--- src/rtl/bist_response_analyzer_pkg.sv ---
// rtl/bist_response_analyzer_pkg.sv - shared FSM encoding, MISR defaults and MISR step function
package bist_pkg;

   typedef enum logic [1:0] {
      ST_IDLE  = 2'd0,
      ST_RUN   = 2'd1,
      ST_CHECK = 2'd2,
      ST_DONE  = 2'd3
   } state_e;

   localparam int          MISR_MAX_W = 64;
   localparam logic [15:0] DEF_POLY   = 16'h1021;
   localparam logic [15:0] DEF_SEED   = 16'hFFFF;

   // Galois left-shift step; callers pass zero-extended operands and truncate the result.
   function automatic logic [MISR_MAX_W-1:0] misr_next(
      input logic [MISR_MAX_W-1:0] cur,
      input logic [MISR_MAX_W-1:0] poly,
      input logic [MISR_MAX_W-1:0] data,
      input logic [5:0]            msb_idx
   );
      return ((cur << 1) ^ (cur[msb_idx] ? poly : '0)) ^ data;
   endfunction

endpackage

--- src/rtl/bist_response_analyzer_if.sv ---
// rtl/bist_response_analyzer_if.sv - compacted response stream into the analyzer
// Macro BIST_XMASK_EN adds the per-bit X mask alongside resp.
interface bist_response_analyzer_if #(parameter int W = 6);

   logic [W-1:0] resp;
   logic         resp_valid;
   logic         resp_ready;
`ifdef BIST_XMASK_EN
   logic [W-1:0] resp_xmask;

   modport master (output resp, resp_valid, resp_xmask, input resp_ready);
   modport slave  (input resp, resp_valid, resp_xmask, output resp_ready);
`else
   modport master (output resp, resp_valid, input resp_ready);
   modport slave  (input resp, resp_valid, output resp_ready);
`endif

endinterface

--- src/rtl/bist_response_analyzer_misr.sv ---
// rtl/bist_response_analyzer_misr.sv - multiple-input signature register, seeded on load
module misr_reg
   import bist_pkg::*;
#(
   parameter int               W     = 6,
   parameter int               SIG_W = 16,
   parameter logic [SIG_W-1:0] POLY  = SIG_W'(DEF_POLY),
   parameter logic [SIG_W-1:0] SEED  = SIG_W'(DEF_SEED)
) (
   input  logic             clk,
   input  logic             rst,
   input  logic             load_i,
   input  logic             enable_i,
   input  logic [W-1:0]     data_i,
   output logic [SIG_W-1:0] state_o
);

   logic [SIG_W-1:0] misr_q;
   logic [SIG_W-1:0] misr_d;

   assign misr_d = SIG_W'(misr_next(MISR_MAX_W'(misr_q), MISR_MAX_W'(POLY),
                                    MISR_MAX_W'(data_i), 6'(SIG_W - 1)));

   always_ff @(posedge clk) begin
      if (rst) begin
         misr_q <= '0;
      end else if (load_i) begin
         misr_q <= SEED;
      end else if (enable_i) begin
         misr_q <= misr_d;
      end
   end

   assign state_o = misr_q;

endmodule

--- src/rtl/bist_response_analyzer.sv ---
// rtl/bist_response_analyzer.sv - folds compacted responses into a MISR and checks the golden signature
// Macro BIST_XMASK_EN masks X bits of each response out of the signature.
module bist_response_analyzer
   import bist_pkg::*;
#(
   parameter int               W     = 6,
   parameter int               SIG_W = 16,
   parameter int               CNT_W = 16,
   parameter logic [SIG_W-1:0] POLY  = SIG_W'(DEF_POLY),
   parameter logic [SIG_W-1:0] SEED  = SIG_W'(DEF_SEED)
) (
   input  logic                      clk,
   input  logic                      rst,
   input  logic                      start,
   input  logic                      abort,
   input  logic [CNT_W-1:0]          pattern_count,
   input  logic [SIG_W-1:0]          golden_sig,
   bist_response_analyzer_if.slave   rsp_if,
   output logic                      busy,
   output logic                      done,
   output logic                      pass,
   output logic [SIG_W-1:0]          signature
);

   localparam logic [1:0] IDLE  = ST_IDLE;
   localparam logic [1:0] RUN   = ST_RUN;
   localparam logic [1:0] CHECK = ST_CHECK;
   localparam logic [1:0] DONE  = ST_DONE;

   logic [1:0]       state_q, state_d;
   logic [CNT_W-1:0] remaining_q, remaining_d;
   logic             pass_q, pass_d;
   logic [SIG_W-1:0] sig_q, sig_d;
   logic [SIG_W-1:0] misr;
   logic [W-1:0]     resp_eff;
   logic             load;
   logic             accept;

`ifdef BIST_XMASK_EN
   assign resp_eff = rsp_if.resp & ~rsp_if.resp_xmask;
`else
   assign resp_eff = rsp_if.resp;
`endif

   // abort wins over a simultaneous beat, so the beat never reaches the MISR
   assign load   = (state_q == IDLE) && start;
   assign accept = (state_q == RUN) && rsp_if.resp_valid && !abort;

   misr_reg #(
      .W     (W),
      .SIG_W (SIG_W),
      .POLY  (POLY),
      .SEED  (SEED)
   ) u_misr (
      .clk      (clk),
      .rst      (rst),
      .load_i   (load),
      .enable_i (accept),
      .data_i   (resp_eff),
      .state_o  (misr)
   );

   always_comb begin
      state_d     = state_q;
      remaining_d = remaining_q;
      pass_d      = pass_q;
      sig_d       = sig_q;
      case (state_q)
         IDLE: begin
            if (start) begin
               remaining_d = pattern_count;
               pass_d      = 1'b0;
               state_d     = (pattern_count != '0) ? RUN : CHECK;
            end
         end
         RUN: begin
            if (abort) begin
               state_d = IDLE;
            end else if (accept) begin
               remaining_d = remaining_q - 1'b1;
               if (remaining_q == CNT_W'(1)) state_d = CHECK;
            end
         end
         CHECK: begin
            if (abort) begin
               state_d = IDLE;
            end else begin
               sig_d   = misr;
               pass_d  = (misr == golden_sig);
               state_d = DONE;
            end
         end
         default: state_d = IDLE;
      endcase
   end

   always_ff @(posedge clk) begin
      if (rst) begin
         state_q     <= IDLE;
         remaining_q <= '0;
         pass_q      <= 1'b0;
         sig_q       <= '0;
      end else begin
         state_q     <= state_d;
         remaining_q <= remaining_d;
         pass_q      <= pass_d;
         sig_q       <= sig_d;
      end
   end

   assign rsp_if.resp_ready = (state_q == RUN);
   assign busy              = (state_q == RUN) || (state_q == CHECK);
   assign done              = (state_q == DONE);
   assign pass              = pass_q;
   assign signature         = sig_q;

endmodule

--- src/flat_wrapper.sv ---
// flat-port wrapper written by rule: the top's interface ports become plain ports
module bist_response_analyzer_flat import bist_pkg::*;
#(
   parameter int               W     = 6,
   parameter int               SIG_W = 16,
   parameter int               CNT_W = 16,
   parameter logic [SIG_W-1:0] POLY  = SIG_W'(DEF_POLY),
   parameter logic [SIG_W-1:0] SEED  = SIG_W'(DEF_SEED)
)
  (clk, rst, start, abort, pattern_count, golden_sig, busy, done, pass, signature, rsp_if_resp, rsp_if_resp_valid, rsp_if_resp_ready);
  bist_response_analyzer_if #(.W(W)) rsp_if_i ();
  input  logic clk;
  input  logic rst;
  input  logic start;
  input  logic abort;
  input  logic [CNT_W-1:0] pattern_count;
  input  logic [SIG_W-1:0] golden_sig;
  output logic busy;
  output logic done;
  output logic pass;
  output logic [SIG_W-1:0] signature;
  input wire logic [$bits(rsp_if_i.resp)-1:0] rsp_if_resp;
  input wire logic [$bits(rsp_if_i.resp_valid)-1:0] rsp_if_resp_valid;
  output wire logic [$bits(rsp_if_i.resp_ready)-1:0] rsp_if_resp_ready;
  assign rsp_if_i.resp = rsp_if_resp;
  assign rsp_if_i.resp_valid = rsp_if_resp_valid;
  assign rsp_if_resp_ready = rsp_if_i.resp_ready;
  bist_response_analyzer #(.W(W), .SIG_W(SIG_W), .CNT_W(CNT_W), .POLY(POLY), .SEED(SEED)) u_core (.clk(clk), .rst(rst), .start(start), .abort(abort), .pattern_count(pattern_count), .golden_sig(golden_sig), .rsp_if(rsp_if_i), .busy(busy), .done(done), .pass(pass), .signature(signature));
endmodule
--- config.mk ---
export PLATFORM = sky130hd
export DESIGN_NAME = bist_response_analyzer_flat
export DESIGN_NICKNAME = d
export VERILOG_FILES = /design/src/rtl/bist_response_analyzer_pkg.sv /design/src/rtl/bist_response_analyzer_if.sv /design/src/rtl/bist_response_analyzer_misr.sv /design/src/rtl/bist_response_analyzer.sv /design/src/flat_wrapper.sv
export SDC_FILE = /design/constraint.sdc
export NUM_CORES = 1
export LEC_CHECK = 0
export ABC_AREA = 1
export CAP_MARGIN = 5
export CORE_ASPECT_RATIO = 0.8
export CORE_MARGIN = 1.5
export CORE_UTILIZATION = 30
export DETAILED_ROUTE_END_ITERATION = 8
export GPL_TIMING_DRIVEN = 1
export PLACE_DENSITY = 0.61
export SETUP_SLACK_MARGIN = 0.02
export SYNTH_ARGS = -nofsm -noshare
export SYNTH_HDL_FRONTEND = slang
export SYNTH_HIERARCHICAL = 1
export SYNTH_SLANG_ARGS = --single-unit
--- constraint.sdc ---
create_clock -name clk -period 2 [get_ports clk]
set_input_delay 0.4 -clock clk [delete_from_list [all_inputs] [get_ports clk]]
set_output_delay 0.4 -clock clk [all_outputs]
set_load 0.02 [all_outputs]
==> results.md <==
* Clk_lat worst skew at 0.29 ns
* Setup Buffers After CTS at 0
* Distinct cells, synth at 32
* Setup TNS at 0 ns
* P_leak at 1.66 nW
* Layout cell share with drive strength beyond 1 at 8.18%
* Switching Fraction at 37.1%
* Clock sinks at 51
* Antenna cells at 0
* CTS tree: yes
* Fin area at 3850 um^2
* Comb pwr share at 37.2%
* Max cap viols at 0
* Clk slew on worst S/H paths at 0.07 ns
* DRC Markers at 0
* Cells taking the most area after synthesis: dfxtp_1, nor2_1, nand2_1, a21oi_1, o21ai_0
* Fmax at 549 MHz
* Least-Margin Pin Slew at 0.496 ns
* Initial Utilization at 31.4%
* Net count after synthesis at 485
* WP data arrival at 1.42 ns
* Most frequent cells in the layout: nor2_1, nand2_1, clkdlybuf4s50_1
* Top cell type by total area after synthesis: dfxtp_1
* WS Path Type: flip-flop to output port
* Boundary Pins at 63
* Root buf cell: clkbuf_16
* Critical Path Fanout Max at 5
* First-pass GRT wire length at 13000 um
* PortBufs at 62
* Filler Cell Count at 945
* Via count at 2958
* Mapped Cells at 436
* Layout Nets at 549
* Hold WC Path Type: flip-flop to flip-flop
* Row cnt at 31
* CTS buffer count at 5
* Clock Path Buffers at 2
* Dpl hpwl at 6180 um
* Warnings from Yosys at 6
* Mean Syn Cell Area at 6.63 um^2
* WP data required at 1.60 ns
* Worst VDD drop at 0.432 mV
* Clock power share at 28.3%
* Slew margin rel. at 66.9%
* Pwr Density at 1020 nW/um^2
* Vias per cell at 4.80
* Int Power at 2.47 mW
* Slew Viols, Final at 0
* Wire length per cell at 13.2 um
* Endpoints failing setup at 0
* Die height at 90.8 um
* Placed cells at 608
* Post-DRT Antenna Nets at 0
* Die width at 113 um
* RSZ-0062 raised after global routing: no
* Area Growth Syn to Fin at 33.2%
* Largest net degree at the start of global routing at 25
* Placed Area at 3650 um^2
* 1st-pass router iterations at 5
* Status: finished clean
* Iteration-0 DRC Markers at 242
* Psw at 1.45 mW
* Commonest non-fill, non-tap cell in the layout: nor2_1
* H-tree levels at 2
* Sequential power share at 34.6%
* Overall Global Routing Usage at 16.1%
* Final Wtd Congestion at 0.854
* Post-Route WL at 8150 um
* Total gr overflow at 0
* Initial antenna violation count at 0
* Seq/Total Area, Yosys at 35.3%
* Crit start category: flip-flop
* Worst Setup End Kind: output port
* Synthesized cell area at 2890 um^2
* Final Hold Fails at 0
* Period utilization at 91.1%
* Clock skew at 0.00384 ns
* Yosys reg bits at 51
* Top-area cell type share of the netlist area at 35.3%
* Core box area at 9190 um^2
* Vias in the first global route at 2638
* Die Area at 10200 um^2
* Post-route insts no fill at 616
* Core Util, Final at 41.9%
* Tmin final at 1.82 ns
-- kinds of logic (layout without fill, tap and decap cells) --
logic type,Yosys count,in the layout,share of synthesized area [%]
AOI/OAI and AO/OA,101,101,18.8
xor gates and xnor gates,15,15,4.55
adders and majority gates,6,6,2.60
buffers and inverters,57,122,8.66
DFF,51,51,35.3
and+or+nand+nor,206,206,30.1
-- cell usage after synthesis (all sizes together) --
library cell  number
a211oi             1
a21oi             52
a31oi              2
buf               10
clkbuf             6
dfxtp             51
ha                 6
inv               41
nand2             82
nand3             21
nand3b             2
nand4              3
nor2              89
nor3               6
o2111ai            1
o211ai             2
o21ai             43
or2                3
xnor2              6
xor2               9
-- layer usage --
| layer | track usage [%] | wire length [um] | vias to the layer above | part of all wire [%] |
|---|---|---|---|---|
| li1 | - | - | 1539 | - |
| met1 | 23.3 | 4020 | 1311 | 49 |
| met2 | 24.0 | 3470 | 100 | 43 |
| met3 | 3.29 | 580 | 8 | 7.1 |
| met4 | 4.32 | 78 | 0 | 0.96 |
| met5 | 0 | 0 | - | 0 |
-- per-stage QoR --
stage               total power, mW  hold WS, ns  setup WS (ns)
finish                         3.92        0.467          0.178
global route                   4.19        0.486          0.104
CTS                            3.93        0.466         0.0416
detailed placement             2.82        0.456         0.0577
global placement               2.81        0.455         0.0835
floorplan                      2.38        0.443          0.332
-- path summary, 6_finish.rpt --
path / depth (start not counted) / startpoint / slack (ns) / endpoint
max: 3 / u_core/state_q[1] / 0.18 / rsp_if_resp_ready
min: 2 / u_core/remaining_q[15] / 0.47 / u_core/remaining_q[15]
max reg2reg: 8 / u_core/state_q[1] / 0.26 / u_core/remaining_q[6]
min reg2reg: 2 / u_core/remaining_q[15] / 0.47 / u_core/remaining_q[15]
-- repair_timing --
action,in CTS,in global routing
endpoints found under the hold margin,0,0
endpoints found under the setup margin,2,1
hold buffers,0,0
gates resized for setup,2,1
cloned,0,0
-- state kept, by name, summed over array words and instances (netlist names) --
name,cells
u_core/remaining_q,16
u_core/signature,16
u_core/u_misr/state_o,16
u_core/state_q,2
u_core/pass,1
-- cell type report --
class | instances | area [um^2] | area share, %
Timing Repair Buffer | 73 | 716 | 18.6
Multi-Input combinational cell | 328 | 1620 | 42.0
Sequential cell | 51 | 1020 | 26.5
Inverter | 41 | 156 | 4.07
Tap cell | 115 | 144 | 3.74
Clock inverter | 3 | 67.6 | 1.76
Clock buffer | 5 | 125 | 3.25
-- power groups by stage --
stage / sequential [mW] / clock (mW) / combinational, mW
after floorplan: 1.33 / 0 / 1.05
after global placement: 1.37 / 0 / 1.44
after detailed placement: 1.37 / 0 / 1.45
after CTS: 1.35 / 1.13 / 1.45
after global routing: 1.38 / 1.17 / 1.65
final: 1.36 / 1.11 / 1.46
-- critical path, cell delays in order, from the launching register on --
cell and delay [ns]:
dfxtp_1 0.35, inv_1 0.09, ha_1 0.31, dlygate4sd2_1 0.38
Power figures use the tool's default switching activity.
